## src/rtl/ct_spsram_512x59_ctrl_pkg.sv

```systemverilog
// ---------------------------------------------------------------------------
// ct_spsram_ctrl_pkg
// Shared types and defaults for the 512x59 single-port SRAM controller.
//   state_e        : FSM state encoding (BOOT/INIT/IDLE)
//   *_DEF          : default address/data width and depth
//   WEN_NONE       : all-ones bit write enable (no bit written)
// ---------------------------------------------------------------------------
package ct_spsram_ctrl_pkg;

   localparam int ADDR_WIDTH_DEF = 9;
   localparam int DATA_WIDTH_DEF = 59;
   localparam int DEPTH_DEF      = 512;

   localparam logic [DATA_WIDTH_DEF-1:0] WEN_NONE = '1;

   typedef enum logic [1:0] {
      ST_BOOT = 2'b00,
      ST_INIT = 2'b01,
      ST_IDLE = 2'b10
   } state_e;

endpackage

```

## src/rtl/ct_spsram_512x59_ctrl_if.sv

```systemverilog
// ---------------------------------------------------------------------------
// ct_spsram_512x59_ctrl_if
// Client request/response channel of the SRAM controller.
//   master : client side (drives requests, consumes responses)
//   slave  : controller side (accepts requests, returns read data, init_done)
// ---------------------------------------------------------------------------
interface ct_spsram_512x59_ctrl_if
   import ct_spsram_ctrl_pkg::*;
#(
   parameter int ADDR_WIDTH = ADDR_WIDTH_DEF,
   parameter int DATA_WIDTH = DATA_WIDTH_DEF
);
   logic                  req_vld;
   logic                  req_rdy;
   logic                  req_wr;
   logic [ADDR_WIDTH-1:0] req_addr;
   logic [DATA_WIDTH-1:0] req_wdata;
   logic [DATA_WIDTH-1:0] req_bmask;
   logic                  rsp_vld;
   logic                  rsp_rdy;
   logic [DATA_WIDTH-1:0] rsp_rdata;
   logic                  init_done;

   modport master (
      output req_vld, req_wr, req_addr, req_wdata, req_bmask, rsp_rdy,
      input  req_rdy, rsp_vld, rsp_rdata, init_done
   );

   modport slave (
      input  req_vld, req_wr, req_addr, req_wdata, req_bmask, rsp_rdy,
      output req_rdy, rsp_vld, rsp_rdata, init_done
   );
endinterface

```

## src/rtl/ct_spsram_512x59_ctrl_init_seq.sv

```systemverilog
// ---------------------------------------------------------------------------
// ct_spsram_init_seq
// Address counter for the post-reset zero-fill sweep. Only instantiated when
// CT_SPSRAM_CTRL_INIT_EN is defined.
//   clk, rst : clock, async active-high reset
//   en       : sweep active this cycle (counter advances)
//   addr     : current sweep address
//   last     : addr is the final word (DEPTH-1)
// ---------------------------------------------------------------------------
module ct_spsram_init_seq #(
   parameter int ADDR_WIDTH = 9,
   parameter int DEPTH      = 512
) (
   input  logic                  clk,
   input  logic                  rst,
   input  logic                  en,
   output logic [ADDR_WIDTH-1:0] addr,
   output logic                  last
);
   logic [ADDR_WIDTH-1:0] cnt_q;
   logic [ADDR_WIDTH-1:0] cnt_d;

   assign last = (cnt_q == ADDR_WIDTH'(DEPTH - 1));
   assign addr = cnt_q;

   // Explicit wrap so a non power-of-two DEPTH still returns to 0.
   always_comb begin
      cnt_d = cnt_q;
      if (en) begin
         cnt_d = last ? '0 : cnt_q + 1'b1;
      end
   end

   always_ff @(posedge clk or posedge rst) begin
      if (rst) cnt_q <= '0;
      else     cnt_q <= cnt_d;
   end
endmodule

```

## src/rtl/ct_spsram_512x59_ctrl.sv

```systemverilog
// ---------------------------------------------------------------------------
// ct_spsram_512x59_ctrl
// Initiator-side controller for a 512x59 single-port SRAM (A/CEN/GWEN/WEN/D/Q,
// active-low enables, 1-cycle read latency, Q held while CEN is high).
// Optional zero-fill sweep after reset: CT_SPSRAM_CTRL_INIT_EN.
//   CLK, RST        : clock, async active-high reset
//   bus (slave)     : client req/rsp valid-ready channel + init_done
//   A/CEN/GWEN/WEN/D: SRAM drive, combinational from state and accept
//   Q               : SRAM read data, passed straight to rsp_rdata
//
// state   | meaning
// BOOT    | one idle cycle after reset, no access
// INIT    | zero-fill sweep, one write per cycle (macro builds only)
// IDLE    | serving client requests
// ---------------------------------------------------------------------------
module ct_spsram_512x59_ctrl
   import ct_spsram_ctrl_pkg::*;
#(
   parameter int                  ADDR_WIDTH = ADDR_WIDTH_DEF,
   parameter int                  DATA_WIDTH = DATA_WIDTH_DEF,
   parameter int                  DEPTH      = DEPTH_DEF,
   parameter logic [DATA_WIDTH-1:0] INIT_VAL = '0
) (
   input  logic                    CLK,
   input  logic                    RST,
   ct_spsram_512x59_ctrl_if.slave  bus,
   output logic [ADDR_WIDTH-1:0]   A,
   output logic                    CEN,
   output logic                    GWEN,
   output logic [DATA_WIDTH-1:0]   WEN,
   output logic [DATA_WIDTH-1:0]   D,
   input  logic [DATA_WIDTH-1:0]   Q
);
   state_e state_q, state_d;
   logic   rsp_vld_q, rsp_vld_d;
   logic   init_done_q, init_done_d;
   logic   accept;
   logic   stall;
   logic   [ADDR_WIDTH-1:0] init_addr;
   logic   init_last;

`ifdef CT_SPSRAM_CTRL_INIT_EN
   localparam state_e BOOT_NEXT = ST_INIT;

   ct_spsram_init_seq #(
      .ADDR_WIDTH (ADDR_WIDTH),
      .DEPTH      (DEPTH)
   ) u_init_seq (
      .clk  (CLK),
      .rst  (RST),
      .en   (state_q == ST_INIT),
      .addr (init_addr),
      .last (init_last)
   );
`else
   localparam state_e BOOT_NEXT = ST_IDLE;

   assign init_addr = '0;
   assign init_last = (init_addr == ADDR_WIDTH'(DEPTH - 1));
`endif

   // A pending, unconsumed response blocks new accesses so Q stays stable.
   assign stall       = rsp_vld_q && !bus.rsp_rdy;
   assign bus.req_rdy = (state_q == ST_IDLE) && !stall;
   assign accept      = bus.req_vld && bus.req_rdy;

   assign bus.rsp_vld   = rsp_vld_q;
   assign bus.rsp_rdata = Q;
   assign bus.init_done = init_done_q;

   always_ff @(posedge CLK or posedge RST) begin
      if (RST) begin
         state_q     <= ST_BOOT;
         rsp_vld_q   <= 1'b0;
         init_done_q <= 1'b0;
      end else begin
         state_q     <= state_d;
         rsp_vld_q   <= rsp_vld_d;
         init_done_q <= init_done_d;
      end
   end

   always_comb begin
      state_d = state_q;
      case (state_q)
         ST_BOOT: state_d = BOOT_NEXT;
         ST_INIT: if (init_last) state_d = ST_IDLE;
         ST_IDLE: state_d = ST_IDLE;
         default: state_d = ST_BOOT;
      endcase
   end

   always_comb begin
      rsp_vld_d   = rsp_vld_q;
      init_done_d = init_done_q | (state_d == ST_IDLE);
      if (accept && !bus.req_wr) rsp_vld_d = 1'b1;
      else if (bus.rsp_rdy)      rsp_vld_d = 1'b0;
   end

   always_comb begin
      A    = '0;
      CEN  = 1'b1;
      GWEN = 1'b1;
      WEN  = '1;
      D    = '0;
      case (state_q)
         ST_INIT: begin
            CEN  = 1'b0;
            GWEN = 1'b0;
            WEN  = '0;
            A    = init_addr;
            D    = INIT_VAL;
         end
         ST_IDLE: begin
            if (accept) begin
               CEN = 1'b0;
               A   = bus.req_addr;
               if (bus.req_wr) begin
                  GWEN = 1'b0;
                  WEN  = ~bus.req_bmask;
                  D    = bus.req_wdata;
               end
            end
         end
         default: ;
      endcase
   end
endmodule

```

## src/flat_wrapper.sv

```systemverilog
// flat-port wrapper written by rule: the top's interface ports become plain ports
module ct_spsram_512x59_ctrl_flat import ct_spsram_ctrl_pkg::*;
#(
   parameter int                  ADDR_WIDTH = ADDR_WIDTH_DEF,
   parameter int                  DATA_WIDTH = DATA_WIDTH_DEF,
   parameter int                  DEPTH      = DEPTH_DEF,
   parameter logic [DATA_WIDTH-1:0] INIT_VAL = '0
)
  (CLK, RST, A, CEN, GWEN, WEN, D, Q, bus_req_vld, bus_req_wr, bus_req_addr, bus_req_wdata, bus_req_bmask, bus_rsp_rdy, bus_req_rdy, bus_rsp_vld, bus_rsp_rdata, bus_init_done);
  ct_spsram_512x59_ctrl_if #(.ADDR_WIDTH(ADDR_WIDTH), .DATA_WIDTH(DATA_WIDTH)) bus_i ();
  input  logic CLK;
  input  logic RST;
  output logic [ADDR_WIDTH-1:0] A;
  output logic CEN;
  output logic GWEN;
  output logic [DATA_WIDTH-1:0] WEN;
  output logic [DATA_WIDTH-1:0] D;
  input  logic [DATA_WIDTH-1:0] Q;
  input wire logic [$bits(bus_i.req_vld)-1:0] bus_req_vld;
  input wire logic [$bits(bus_i.req_wr)-1:0] bus_req_wr;
  input wire logic [$bits(bus_i.req_addr)-1:0] bus_req_addr;
  input wire logic [$bits(bus_i.req_wdata)-1:0] bus_req_wdata;
  input wire logic [$bits(bus_i.req_bmask)-1:0] bus_req_bmask;
  input wire logic [$bits(bus_i.rsp_rdy)-1:0] bus_rsp_rdy;
  output wire logic [$bits(bus_i.req_rdy)-1:0] bus_req_rdy;
  output wire logic [$bits(bus_i.rsp_vld)-1:0] bus_rsp_vld;
  output wire logic [$bits(bus_i.rsp_rdata)-1:0] bus_rsp_rdata;
  output wire logic [$bits(bus_i.init_done)-1:0] bus_init_done;
  assign bus_i.req_vld = bus_req_vld;
  assign bus_i.req_wr = bus_req_wr;
  assign bus_i.req_addr = bus_req_addr;
  assign bus_i.req_wdata = bus_req_wdata;
  assign bus_i.req_bmask = bus_req_bmask;
  assign bus_i.rsp_rdy = bus_rsp_rdy;
  assign bus_req_rdy = bus_i.req_rdy;
  assign bus_rsp_vld = bus_i.rsp_vld;
  assign bus_rsp_rdata = bus_i.rsp_rdata;
  assign bus_init_done = bus_i.init_done;
  ct_spsram_512x59_ctrl #(.ADDR_WIDTH(ADDR_WIDTH), .DATA_WIDTH(DATA_WIDTH), .DEPTH(DEPTH), .INIT_VAL(INIT_VAL)) u_core (.CLK(CLK), .RST(RST), .bus(bus_i), .A(A), .CEN(CEN), .GWEN(GWEN), .WEN(WEN), .D(D), .Q(Q));
endmodule
```

## config.mk

```make
export PLATFORM = sky130hd
export DESIGN_NAME = ct_spsram_512x59_ctrl_flat
export DESIGN_NICKNAME = d
export VERILOG_FILES = /design/src/rtl/ct_spsram_512x59_ctrl_pkg.sv /design/src/rtl/ct_spsram_512x59_ctrl_if.sv /design/src/rtl/ct_spsram_512x59_ctrl_init_seq.sv /design/src/rtl/ct_spsram_512x59_ctrl.sv /design/src/flat_wrapper.sv
export SDC_FILE = /design/constraint.sdc
export NUM_CORES = 1
export LEC_CHECK = 0
export ABC_AREA = 1
export BUFFER_PORTS_ARGS = -buffer_cell sky130_fd_sc_hd__buf_2
export CORE_AREA = 8 8 142 144
export DETAILED_ROUTE_END_ITERATION = 7
export DIE_AREA = 0 0 150 152
export PLACE_DENSITY = 0.51
export SLEW_MARGIN = 0
export SYNTH_ARGS = -nofsm -noshare
export SYNTH_HDL_FRONTEND = slang
export SYNTH_SLANG_ARGS = --single-unit
```

## constraint.sdc

```tcl
create_clock -name CLK -period 1.05 [get_ports CLK]
set_input_delay 0 -clock CLK [delete_from_list [all_inputs] [get_ports CLK]]
set_output_delay 0 -clock CLK [all_outputs]
set_load 0.1 [all_outputs]
```

* After elaboration in Yosys (flattened, before gate mapping) *
Cells that the tools add are included.

word-level totals
  flip-flop bits (word level) = 4
  input bits = 191

cells by class
  reduce and logical (&&, ||, !) cells = 10
  bitwise logic cells = 2
  equality and inequality tests = 3
  multiplexer cells = 16

operators by type and width
  kind                                                                   count
  59-bit 2-to-1 mux                                                      5
  59-bit one-hot mux with 2 select lines                                 1
  59-bit inverter                                                        1
  9-bit 2-to-1 mux                                                       2
  1-bit 2-to-1 mux                                                       5
  2-bit equality test, second input constant                             2
  1-bit logical AND                                                      4
  1-bit one-hot mux with 2 select lines                                  2
  2-bit one-hot mux with 2 select lines                                  1
  1-bit zero test                                                        3
  2-bit by 1-bit equality test with 1-bit output, second input constant  1
  2-bit zero test                                                        1
  2-bit nonzero test                                                     1
  2-bit OR reduction                                                     1
  1-bit bitwise OR                                                       1

* Depth between registers and ports, before layout *
  word-level depth = 7
  depth in mapped cells = 6
  mapped depth without buffers = 5

* Worst setup path before layout *
OpenSTA, ideal clock, no wires.

  kind = reg-to-output
  start point = reg u_core.rsp_vld_q, in the netlist u_core.bus.rsp_vld
  end point = out WEN[45]
  arrival = 2.869 ns
  slack = -1.819 ns
  stages on the path, launching flop included = 6
  cells stage by stage = dfrtp_1 -> nand2_1 -> nand3_2 -> clkbuf_1 -> nor2_1 -> nor2_1

on the way
  longest elaborated chain between the ends = 6

ends and longest elaborated chain
  element                                 RTL line                      RTL
  from (decl)                             ct_spsram_512x59_ctrl.sv:35   logic rsp_vld_q, rsp_vld_d;
  from (signal assigned)                  ct_spsram_512x59_ctrl.sv:78   rsp_vld_q <= rsp_vld_d;
  1-bit logical AND                       ct_spsram_512x59_ctrl.sv:63   assign stall = rsp_vld_q && !bus.rsp_rdy;
  1-bit zero test                         ct_spsram_512x59_ctrl.sv:64   assign bus.req_rdy = (state_q == ST_IDLE) && !stall;
  1-bit logical AND                       ct_spsram_512x59_ctrl.sv:64
  1-bit logical AND                       ct_spsram_512x59_ctrl.sv:65   assign accept = bus.req_vld && bus.req_rdy;
  59-bit 2-to-1 mux                       ct_spsram_512x59_ctrl.sv:115  if (accept) begin
  59-bit one-hot mux with 2 select lines  ct_spsram_512x59_ctrl.sv:106  case (state_q)
  to (decl)                               flat_wrapper.sv:16            output logic [DATA_WIDTH-1:0] WEN;

No other way between the ends.

* Worst setup path after layout *
  start point = reg u_core.rsp_vld_q, in the netlist u_core.bus.rsp_vld
  end point = out WEN[5]

Same word-level chain as after synthesis.

==> reports/metrics.yaml <==
sta:
  tns_ns: -67.66
  period_share_pct: 157
  setup_viol: 131
  period_needed_ns: 1.65
  finalHoldViolCount: 0
  rsz0062_at_grt: "true"
  fin_skew_ns: 0.000669
  slew_viol_final: 0
  worst_pin_slew_ns: 0.223
  max_freq_mhz: 605
  max_slew_margin_pct: 85.2
  fin_hold_ws_ns: 0.0000386
  setup_ws_ns: -0.603
logic_synthesis:
  syn-cell-area_um2: 1960
  ys_warn_count: 0
  synth-async-reset-ratio_pct: 100
  synth_fa_ha_area_share_pct: 0
  synth_compound_area_share_pct: 0.255
  synth_edf_count: 0
  synth_seq_cells: 4
  syn_area_per_cell_um2: 4.68
  ys_types: 18
  synth_top_area_cell: "nand2_1"
  synthTopCellsByArea: "nand2_1 (33%), buf_4 (23%), nor2_1 (16%), inv_1 (13%), dfrtp_1 (5.1%)"
  synth_xor_area_share_pct: 0
  synth_top_family_by_area: "simple AND/OR/NAND/NOR gates"
  synthSimpleGateAreaFrac_pct: 51.5
  synth_seq_area_share_pct: 5.10
  synth.top_cell.area_share_pct: 32.9
  synthMuxAreaShare_pct: 0
  synthCells: 419
  synth_nets: 610
  ys.flop_type: "dfrtp_1"
floorplan:
  fp.dieH_um: 152
  start_util_pct: 11.0
  die_w_um: 150
  die_area_um2: 22800
  io_pins: 382
  core_um2: 17800
  rows: 49
power_and_ir_drop:
  peakVddDrop_mv: 0.558
  p_per_area_nw_per_um2: 719
  total_power_w: 0.00496
  p_leak_nw: 3.36
clock_tree:
  root_buffer: "clkbuf_16"
  clock_path_buffers: 2
  htree_levels: 1
  clk_pin_slew_worst_paths_ns: 0.03
  cts_tree: "built"
  cts-buffers-inserted: 3
  clock_sinks: 4
  clk_latency_ns: 0.22
global_route:
  use_met3_pct: 4.96
  grt_start_max_net_pins: 36
  busiest_layer: "met2"
  overflow: 0
  antenna_found_initial: 0
  grt_first_pass_wirelength_mm: 19.6
  first_global_vias: 3188
  grt_use_total_pct: 11.1
  met2_usage_pct: 21.0
  gr-usage-met1_pct: 10.5
placement:
  gp_congestion: 0.758
  hpwl_mm: 11.9
  io_buffers: 263
worst_setup_path:
  rrSetupSlack_ns: -0.29
  path_class: "flop to primary output"
  r2r_start: "u_core.bus.rsp_vld$_DFFE_PP0P_"
  critPathArrivalTime_ns: 1.65
  worstPathMaxFanout: 13
  crit_path_end_kind: "primary output"
  cp-start-kind: "flop"
  startpoint: "u_core.bus.rsp_vld$_DFFE_PP0P_"
  worst_ep_required_time_ns: 1.05
cells_and_area:
  nNetsFinal: 837
  num_antenna_cells: 0
  area.growth.synth_to_final_pct: 252
  utilization_pct: 38.8
  drive_gt1_share_pct: 71.1
  final_common_cell: "buf_12"
  final_cell_mix: "buf_12 (144), buf_2 (131), nand2_1 (118), nor2_4 (84), inv_1 (63)"
hold_path:
  hold_path_startpoint: "Q[26]"
  hold_class: "input pin to primary output"
flow_run:
  drv_cap: 0
route:
  ant_nets: 0
  drc: 0
  first_pass_iters: 4
  drt-total-wl_mm: 14.0
  post_drt_wl_per_cell_um: 16.0
  vias_per_cell: 3.60
  drt_iter0_drc: 77
  via_count: 3143
outcome:
  violations: "setup timing"
  status: "complete, but fails checks"
## area by class of cell
type,instances,area (um2)
fill,1740,10900
timing repair buffer,306,4010
multi-input combinational,263,2160
tap,229,287
inverter,68,265
sequential,4,108
clock buffer,3,75.1
## cells in the mapped netlist, types with 2 or more instances
cell and instances:
dfrtp_1 4, inv_2 2, clkbuf_1 14, inv_1 66, nor2_1 82, buf_4 61
buf_2 4, buf_6 5, nand2_1 172
## critical path: stages, from the launching register on
cell and delay [ns]:
dfrtp_4 0.48, nand2_4 0.08, nand4_1 0.12, buf_6 0.16, nand2_8 0.11, buf_12 0.21, nand2_2 0.09, buf_12 0.17
## power breakdown
part | leakage [nW] | internal [W] | switching (W)
clock | 0.0370 | 0.000486 | 0.000106
combinational | 3.28 | 0.00155 | 0.00265
sequential | 0.0429 | 0.000162 | 0.00000413
## through the flow
step | instance area [um2] | worst slack [ns] | instances
final | 6900 | -0.603 | 873
after global routing | 6900 | -0.688 | 873
after CTS | 6550 | -0.597 | 860
after detailed placement | 6270 | -0.433 | 852
after global placement | 6270 | -0.422 | 852
after floorplan | 3030 | -0.591 | 419
## what timing repair did
action,in CTS,in global routing
pin swaps,3,14
hold buffers,1,0
setup buffers,1,9
cloned,3,5
setup endpoints to repair,131,132
hold endpoints to repair,4,0
resized for setup,28,39
## cells by family after synthesis
| family | count (synthesis) |
|---|---|
| AO/OA/AOI/OAI | 1 |
| buffers and inverters | 153 |
| flip-flops | 4 |
| AND/OR/NAND/NOR | 261 |
## sequential cells by signal (all words and copies together) (netlist names)
register	flops
u_core.bus.init_done	1
u_core.state_q	2
u_core.bus.rsp_vld	1
## final timing paths
kind / to / cells after the start
hold reg to reg: u_core.bus.init_done$_DFF_PP0_ / 1
max in group asynchronous: u_core.bus.rsp_vld$_DFFE_PP0P_ / 3
setup reg to reg: u_core.bus.rsp_vld$_DFFE_PP0P_ / 6
setup / recovery: WEN[5] / 7
hold / removal: bus_rsp_rdata[26] / 0
min in group asynchronous: u_core.bus.init_done$_DFF_PP0_ / 3
## layer usage
metal  wire (um)  share of wire [%]
met1        4450                 32
met2        7560                 54
met4         281                2.0
met5           0                  0
met3        1690                 12
Power figures use the tool's default switching activity.
